[src/rtl/simple_axi_read_arb_pkg.sv]
// Shared types and helpers for the simple AXI read arbiter.
// Optional build macro used by the arbiter: SIMPLE_AXI_READ_ARB_FIXED_PRIO_EN.
package simple_axi_read_arb_pkg;

  typedef enum logic [1:0] {
    IDLE = 2'd0,
    BUSY = 2'd1,
    REST = 2'd2
  } arb_state_t;

  // Grant index width, never narrower than one bit so N_REQ=1 still has a port.
  function automatic int unsigned idx_width(input int unsigned n_req);
    return (n_req <= 1) ? 1 : $clog2(n_req);
  endfunction

endpackage

[src/rtl/simple_read_rr_arbiter.sv]
// Combinational request picker: round-robin from ptr upward with wrap-around,
// or lowest-index-wins when SIMPLE_AXI_READ_ARB_FIXED_PRIO_EN is defined.
module simple_read_rr_arbiter
  import simple_axi_read_arb_pkg::*;
#(
  parameter int unsigned N_REQ = 2,
  localparam int unsigned IDX_W = idx_width(N_REQ)
) (
  input  logic [N_REQ-1:0] req,
  input  logic [IDX_W-1:0] ptr,
  output logic [N_REQ-1:0] grant,
  output logic [IDX_W-1:0] grant_idx
);

  logic        found;
  int unsigned k;

`ifdef SIMPLE_AXI_READ_ARB_FIXED_PRIO_EN
  always_comb begin
    grant     = '0;
    grant_idx = '0;
    found     = 1'b0;
    k         = 0;
    for (int unsigned i = 0; i < N_REQ; i++) begin
      k = i;
      if (!found && req[k]) begin
        found     = 1'b1;
        grant[k]  = 1'b1;
        grant_idx = IDX_W'(k);
      end
    end
  end
`else
  always_comb begin
    grant     = '0;
    grant_idx = '0;
    found     = 1'b0;
    k         = 0;
    for (int unsigned i = 0; i < N_REQ; i++) begin
      k = (32'(ptr) + i) % N_REQ;
      if (!found && req[k]) begin
        found     = 1'b1;
        grant[k]  = 1'b1;
        grant_idx = IDX_W'(k);
      end
    end
  end
`endif

endmodule

[src/rtl/simple_axi_read_arbiter.sv]
// Shares one simple-read adapter port between N_REQ requesters, one whole transfer per grant.
// Build option: SIMPLE_AXI_READ_ARB_FIXED_PRIO_EN selects fixed priority instead of round-robin.
module simple_axi_read_arbiter
  import simple_axi_read_arb_pkg::*;
#(
  parameter int unsigned N_REQ      = 2,
  parameter int unsigned AXI_ADDR_W = 32,
  parameter int unsigned AXI_DATA_W = 32,
  parameter int unsigned LEN_W      = 8,
  localparam int unsigned IDX_W     = idx_width(N_REQ)
) (
  input  logic                        clk_i,
  input  logic                        rst_i,
  input  logic [N_REQ-1:0]            req_rvalid_i,
  input  logic [N_REQ*AXI_ADDR_W-1:0] req_raddr_i,
  input  logic [N_REQ*LEN_W-1:0]      req_rlen_i,
  output logic [N_REQ-1:0]            req_rready_o,
  output logic [AXI_DATA_W-1:0]       req_rdata_o,
  output logic [N_REQ-1:0]            req_rlast_o,
  output logic                        m_rvalid_o,
  output logic [AXI_ADDR_W-1:0]       m_raddr_o,
  output logic [LEN_W-1:0]            m_rlen_o,
  input  logic                        m_rready_i,
  input  logic [AXI_DATA_W-1:0]       m_rdata_i,
  input  logic                        m_rlast_i,
  output logic                        busy_o,
  output logic [IDX_W-1:0]            grant_idx_o
);

  arb_state_t state, state_nxt;
  logic [IDX_W-1:0] grant_idx, grant_nxt;
  logic [IDX_W-1:0] arb_ptr, arb_idx;
  logic [N_REQ-1:0] arb_grant;

  logic                  in_busy;
  logic                  sel_valid;
  logic [AXI_ADDR_W-1:0] sel_addr;
  logic [LEN_W-1:0]      sel_len;
  logic                  beat;
  logic                  xfer_done;

  simple_read_rr_arbiter #(
    .N_REQ (N_REQ)
  ) u_pick (
    .req       (req_rvalid_i),
    .ptr       (arb_ptr),
    .grant     (arb_grant),
    .grant_idx (arb_idx)
  );

`ifdef SIMPLE_AXI_READ_ARB_FIXED_PRIO_EN
  assign arb_ptr = '0;
`else
  logic [IDX_W-1:0] rr_ptr, rr_nxt;

  always_comb begin
    rr_nxt = rr_ptr;
    if (xfer_done)
      rr_nxt = (grant_idx == IDX_W'(N_REQ - 1)) ? '0 : grant_idx + IDX_W'(1);
  end

  always_ff @(posedge clk_i) begin
    if (!rst_i) rr_ptr <= '0;
    else        rr_ptr <= rr_nxt;
  end

  assign arb_ptr = rr_ptr;
`endif

  always_ff @(posedge clk_i) begin
    if (!rst_i) begin
      state     <= IDLE;
      grant_idx <= '0;
    end else begin
      state     <= state_nxt;
      grant_idx <= grant_nxt;
    end
  end

  always_comb begin
    state_nxt = state;
    grant_nxt = grant_idx;
    case (state)
      IDLE: begin
        // Requests are only looked at here; anything arriving in BUSY/REST waits.
        if (|arb_grant) begin
          grant_nxt = arb_idx;
          state_nxt = BUSY;
        end
      end
      BUSY:    if (xfer_done) state_nxt = REST;
      REST:    state_nxt = IDLE;
      default: state_nxt = IDLE;
    endcase
  end

  assign in_busy = (state == BUSY);

  // Mux the granted requester's request down and steer the adapter handshake back up.
  always_comb begin
    sel_valid    = 1'b0;
    sel_addr     = '0;
    sel_len      = '0;
    req_rready_o = '0;
    req_rlast_o  = '0;
    for (int unsigned k = 0; k < N_REQ; k++) begin
      if (IDX_W'(k) == grant_idx) begin
        sel_valid = req_rvalid_i[k];
        sel_addr  = req_raddr_i[k*AXI_ADDR_W +: AXI_ADDR_W];
        sel_len   = req_rlen_i[k*LEN_W +: LEN_W];
        if (in_busy) begin
          req_rready_o[k] = m_rready_i;
          req_rlast_o[k]  = m_rready_i & m_rlast_i;
        end
      end
    end
  end

  // The adapter holds rlast high while idle, so last only counts on a consumed beat.
  assign beat      = in_busy & m_rready_i & sel_valid;
  assign xfer_done = beat & m_rlast_i;

  assign m_rvalid_o  = in_busy & sel_valid;
  assign m_raddr_o   = in_busy ? sel_addr : '0;
  assign m_rlen_o    = in_busy ? sel_len : '0;
  assign req_rdata_o = m_rdata_i;
  assign busy_o      = (state != IDLE);
  assign grant_idx_o = grant_idx;

  a_len_nonzero : assert property (
    @(posedge clk_i) disable iff (!rst_i)
    (in_busy && sel_valid) |-> (sel_len != '0)
  ) else $error("zero-length read request on granted port %0d", grant_idx);

endmodule

[config.mk]
export PLATFORM = sky130hd
export DESIGN_NAME = simple_axi_read_arbiter
export DESIGN_NICKNAME = d
export VERILOG_FILES = /design/src/rtl/simple_axi_read_arb_pkg.sv /design/src/rtl/simple_read_rr_arbiter.sv /design/src/rtl/simple_axi_read_arbiter.sv
export SDC_FILE = /design/constraint.sdc
export NUM_CORES = 1
export LEC_CHECK = 0
export CORE_MARGIN = 10
export CORE_UTILIZATION = 21
export CTS_CLUSTER_SIZE = 8
export DETAILED_ROUTE_END_ITERATION = 6
export PLACE_DENSITY = 0.83
export SLEW_MARGIN = 0
export SYNTH_ARGS = -nofsm -noshare
export SYNTH_HDL_FRONTEND = slang
export SYNTH_SLANG_ARGS = --single-unit
[constraint.sdc]
create_clock -name clk_i -period 1.4 [get_ports clk_i]
set_clock_uncertainty 0.05 [all_clocks]
set_input_delay 0.21 -clock clk_i [delete_from_list [all_inputs] [get_ports clk_i]]
set_output_delay 0.21 -clock clk_i [all_outputs]
set_load 0.01 [all_outputs]
==> out/metrics.yaml <==
sta:
  fin_crit_sh_pct: 111
  hold_violations: 0
  setup_viol: 45
  slew_headroom_pct: 84.2
  worst_slack_ns: -0.152
  fin_crit_ns: 1.55
  slew_viol_final: 0
  tns_ns: -3.64
  tightest_slew_ns: 0.236
  fmax_mhz: 644
  rsz0062_at_grt: "yes"
  whs_ns: 0.370
hold_path:
  min_path_type: "primary input to output pin"
  hold_path_depth: 0
drt:
  dr_total_vias: 1467
  drtIter0Drc: 22
  drc_errors: 0
  avgRoutedWirePerCell_um: 17.3
  detail-route-antenna-nets: 0
  detail_route.vias_per_cell: 4.34
  drt-pass1-iter-count: 4
  drt-total-wl_um: 5860
power_and_ir_drop:
  p_leak_nw: 1.06
  finalPower_w: 0.00117
  power_density_mw_per_mm2: 478
  vdd_drop_max_mv: 0.526
logic_synthesis:
  synth_edf_count: 0
  synth.top_cell.area_share_pct: 37.9
  synth_cell_type_count: 18
  synthTopCellsByCount: "nor2_1, mux2i_1, buf_4"
  synth_top_area_cell: "mux2i_1"
  synth_ff_type: "dfxtp_1"
  ys_ff_latch: 4
  netlist_instances: 150
  async_reset_ff_share_pct: 0
  synth.most_common_cell: "nor2_1"
  yosysSeqAreaShare_pct: 7.40
  synthesis.nets: 268
  avgSynthCellArea_um2: 7.22
  ys.warnings.count: 0
  synth_area_leaders: "mux2i_1, buf_4, nor2_1"
  syn_area_mm2: 0.00108
critical_path:
  crit_family: "buffers and inverters"
  worst-endpoint-required_ns: 1.14
  start_kind: "flop"
  worst_r2r_path_depth: 5
  cp_num_buf_inv: 3
  path_max_fanout: 6
  cp.depth: 5
  crit_type: "flop to output pin"
  critical_path_arrival_ns: 1.29
  end_kind: "output pin"
  cp_common_cell: "buf_12"
  path_cells: "buf_12 > buf_12 > mux2i_2 > nor2_1 > buf_2"
  worst_path_largest_cell_delay_ns: 0.38
  critPathSlowestCell: "dfxtp_4"
clock_tree:
  cts_tree: "built"
  path_clk_slew_ns: 0.03
  root_buffer: "clkbuf_8"
  cts-htree-levels: 1
  clock_sinks: 4
  clock_latency_ns: 0.22
  cts_buffers: 3
  cts_buffer_depth: 2
floorplanning:
  ios: 197
  core_mm2: 0.00504
  die_h_um: 91.8
  start_util_pct: 21.5
  dieArea_mm2: 0.00843
  die_w_um: 91.8
  row_count: 26
layout:
  area_delta_synth_final_pct: 126
  layout-drive-gt1-share_pct: 33.6
  insertedDiodeCount: 0
  nNetsFinal: 388
  fillers: 496
  final_util_pct: 48.5
placement:
  dp_slack_ns: -0.478
  dp_hpwl_um: 4690
  port-buffer-count: 132
  gp_congestion: 0.767
outcome:
  violations: "negative setup slack"
  status: "complete, but fails checks"
global_route:
  grt-ovfl-total: 0
  antenna_found_initial: 0
  grt_start_max_net_pins: 28
  grt_pass1_wl_um: 8870
  grt_pass1_vias: 1617
  grtUsageTotal_pct: 13.0
flow_run:
  cap_violations: 0
-- power breakdown --
part	leakage, nW	internal (W)	switching, W
sequential	0.0344	0.000120	0.00000857
combinational	1.00	0.000488	0.000300
clock	0.0216	0.000184	0.0000698
-- routing by layer --
layer,global-route usage (%),wire length [um]
met2,24.2,2990
met1,12.8,2130
met5,0,0
met4,6.17,223
met3,3.99,512
-- final cells by class --
type	instances	area [um^2]	area share, %
inverters	3	11.3	0.460
repair buffers	157	1460	59.7
well taps	70	87.6	3.58
flip-flops and latches	4	88.8	3.63
multi-input cells	101	757	30.9
clock buffers	3	41.3	1.69
-- per-stage QoR --
step | cells | area, um^2
final | 338 | 2450
after CTS | 337 | 2370
after global routing | 338 | 2450
after global placement | 324 | 2330
after detailed placement | 324 | 2330
after floorplan | 150 | 1080
-- cell usage in the layout (no fill, tap or decap), drive strengths merged --
cell type / instances
clkbuf: 3
clkdlybuf4s15: 1
inv: 3
and4b: 1
nor3: 3
clkdlybuf4s50: 84
nand2b: 2
a21oi: 2
mux2i: 41
nand4b: 1
a311oi: 1
and3: 1
o21a: 1
buf: 71
nor4b: 1
dlymetal6s2s: 1
and2: 1
o21ai: 1
dfxtp: 4
nor2: 45
-- cells by family after synthesis --
logic type / after synthesis / share of synthesized area (%)
compound gates: 5 / 2.89
buf+inv: 45 / 29.4
flops: 4 / 7.40
mux: 41 / 37.9
simple gates: 55 / 22.4
-- repair_timing --
item,CTS,global route
buffers inserted,6,1
cloned,4,0
gates resized for setup,198,24
setup endpoints to repair,47,47
pin swaps,3,7
hold buffers,0,0
-- path summary, 6_finish.rpt --
kind            startpoint               to  slack, ns
min          m_rdata_i[24]  req_rdata_o[24]       0.37
min reg2reg        arb_ptr          arb_ptr       0.49
max            grant_idx_o    m_raddr_o[27]      -0.15
max reg2reg    grant_idx_o         state[0]       0.10
-- flip-flops by register name (all words and copies together) (netlist names) --
register / flops
state: 2
arb_ptr: 1
grant_idx_o: 1
(Power assumes the default switching activity.)
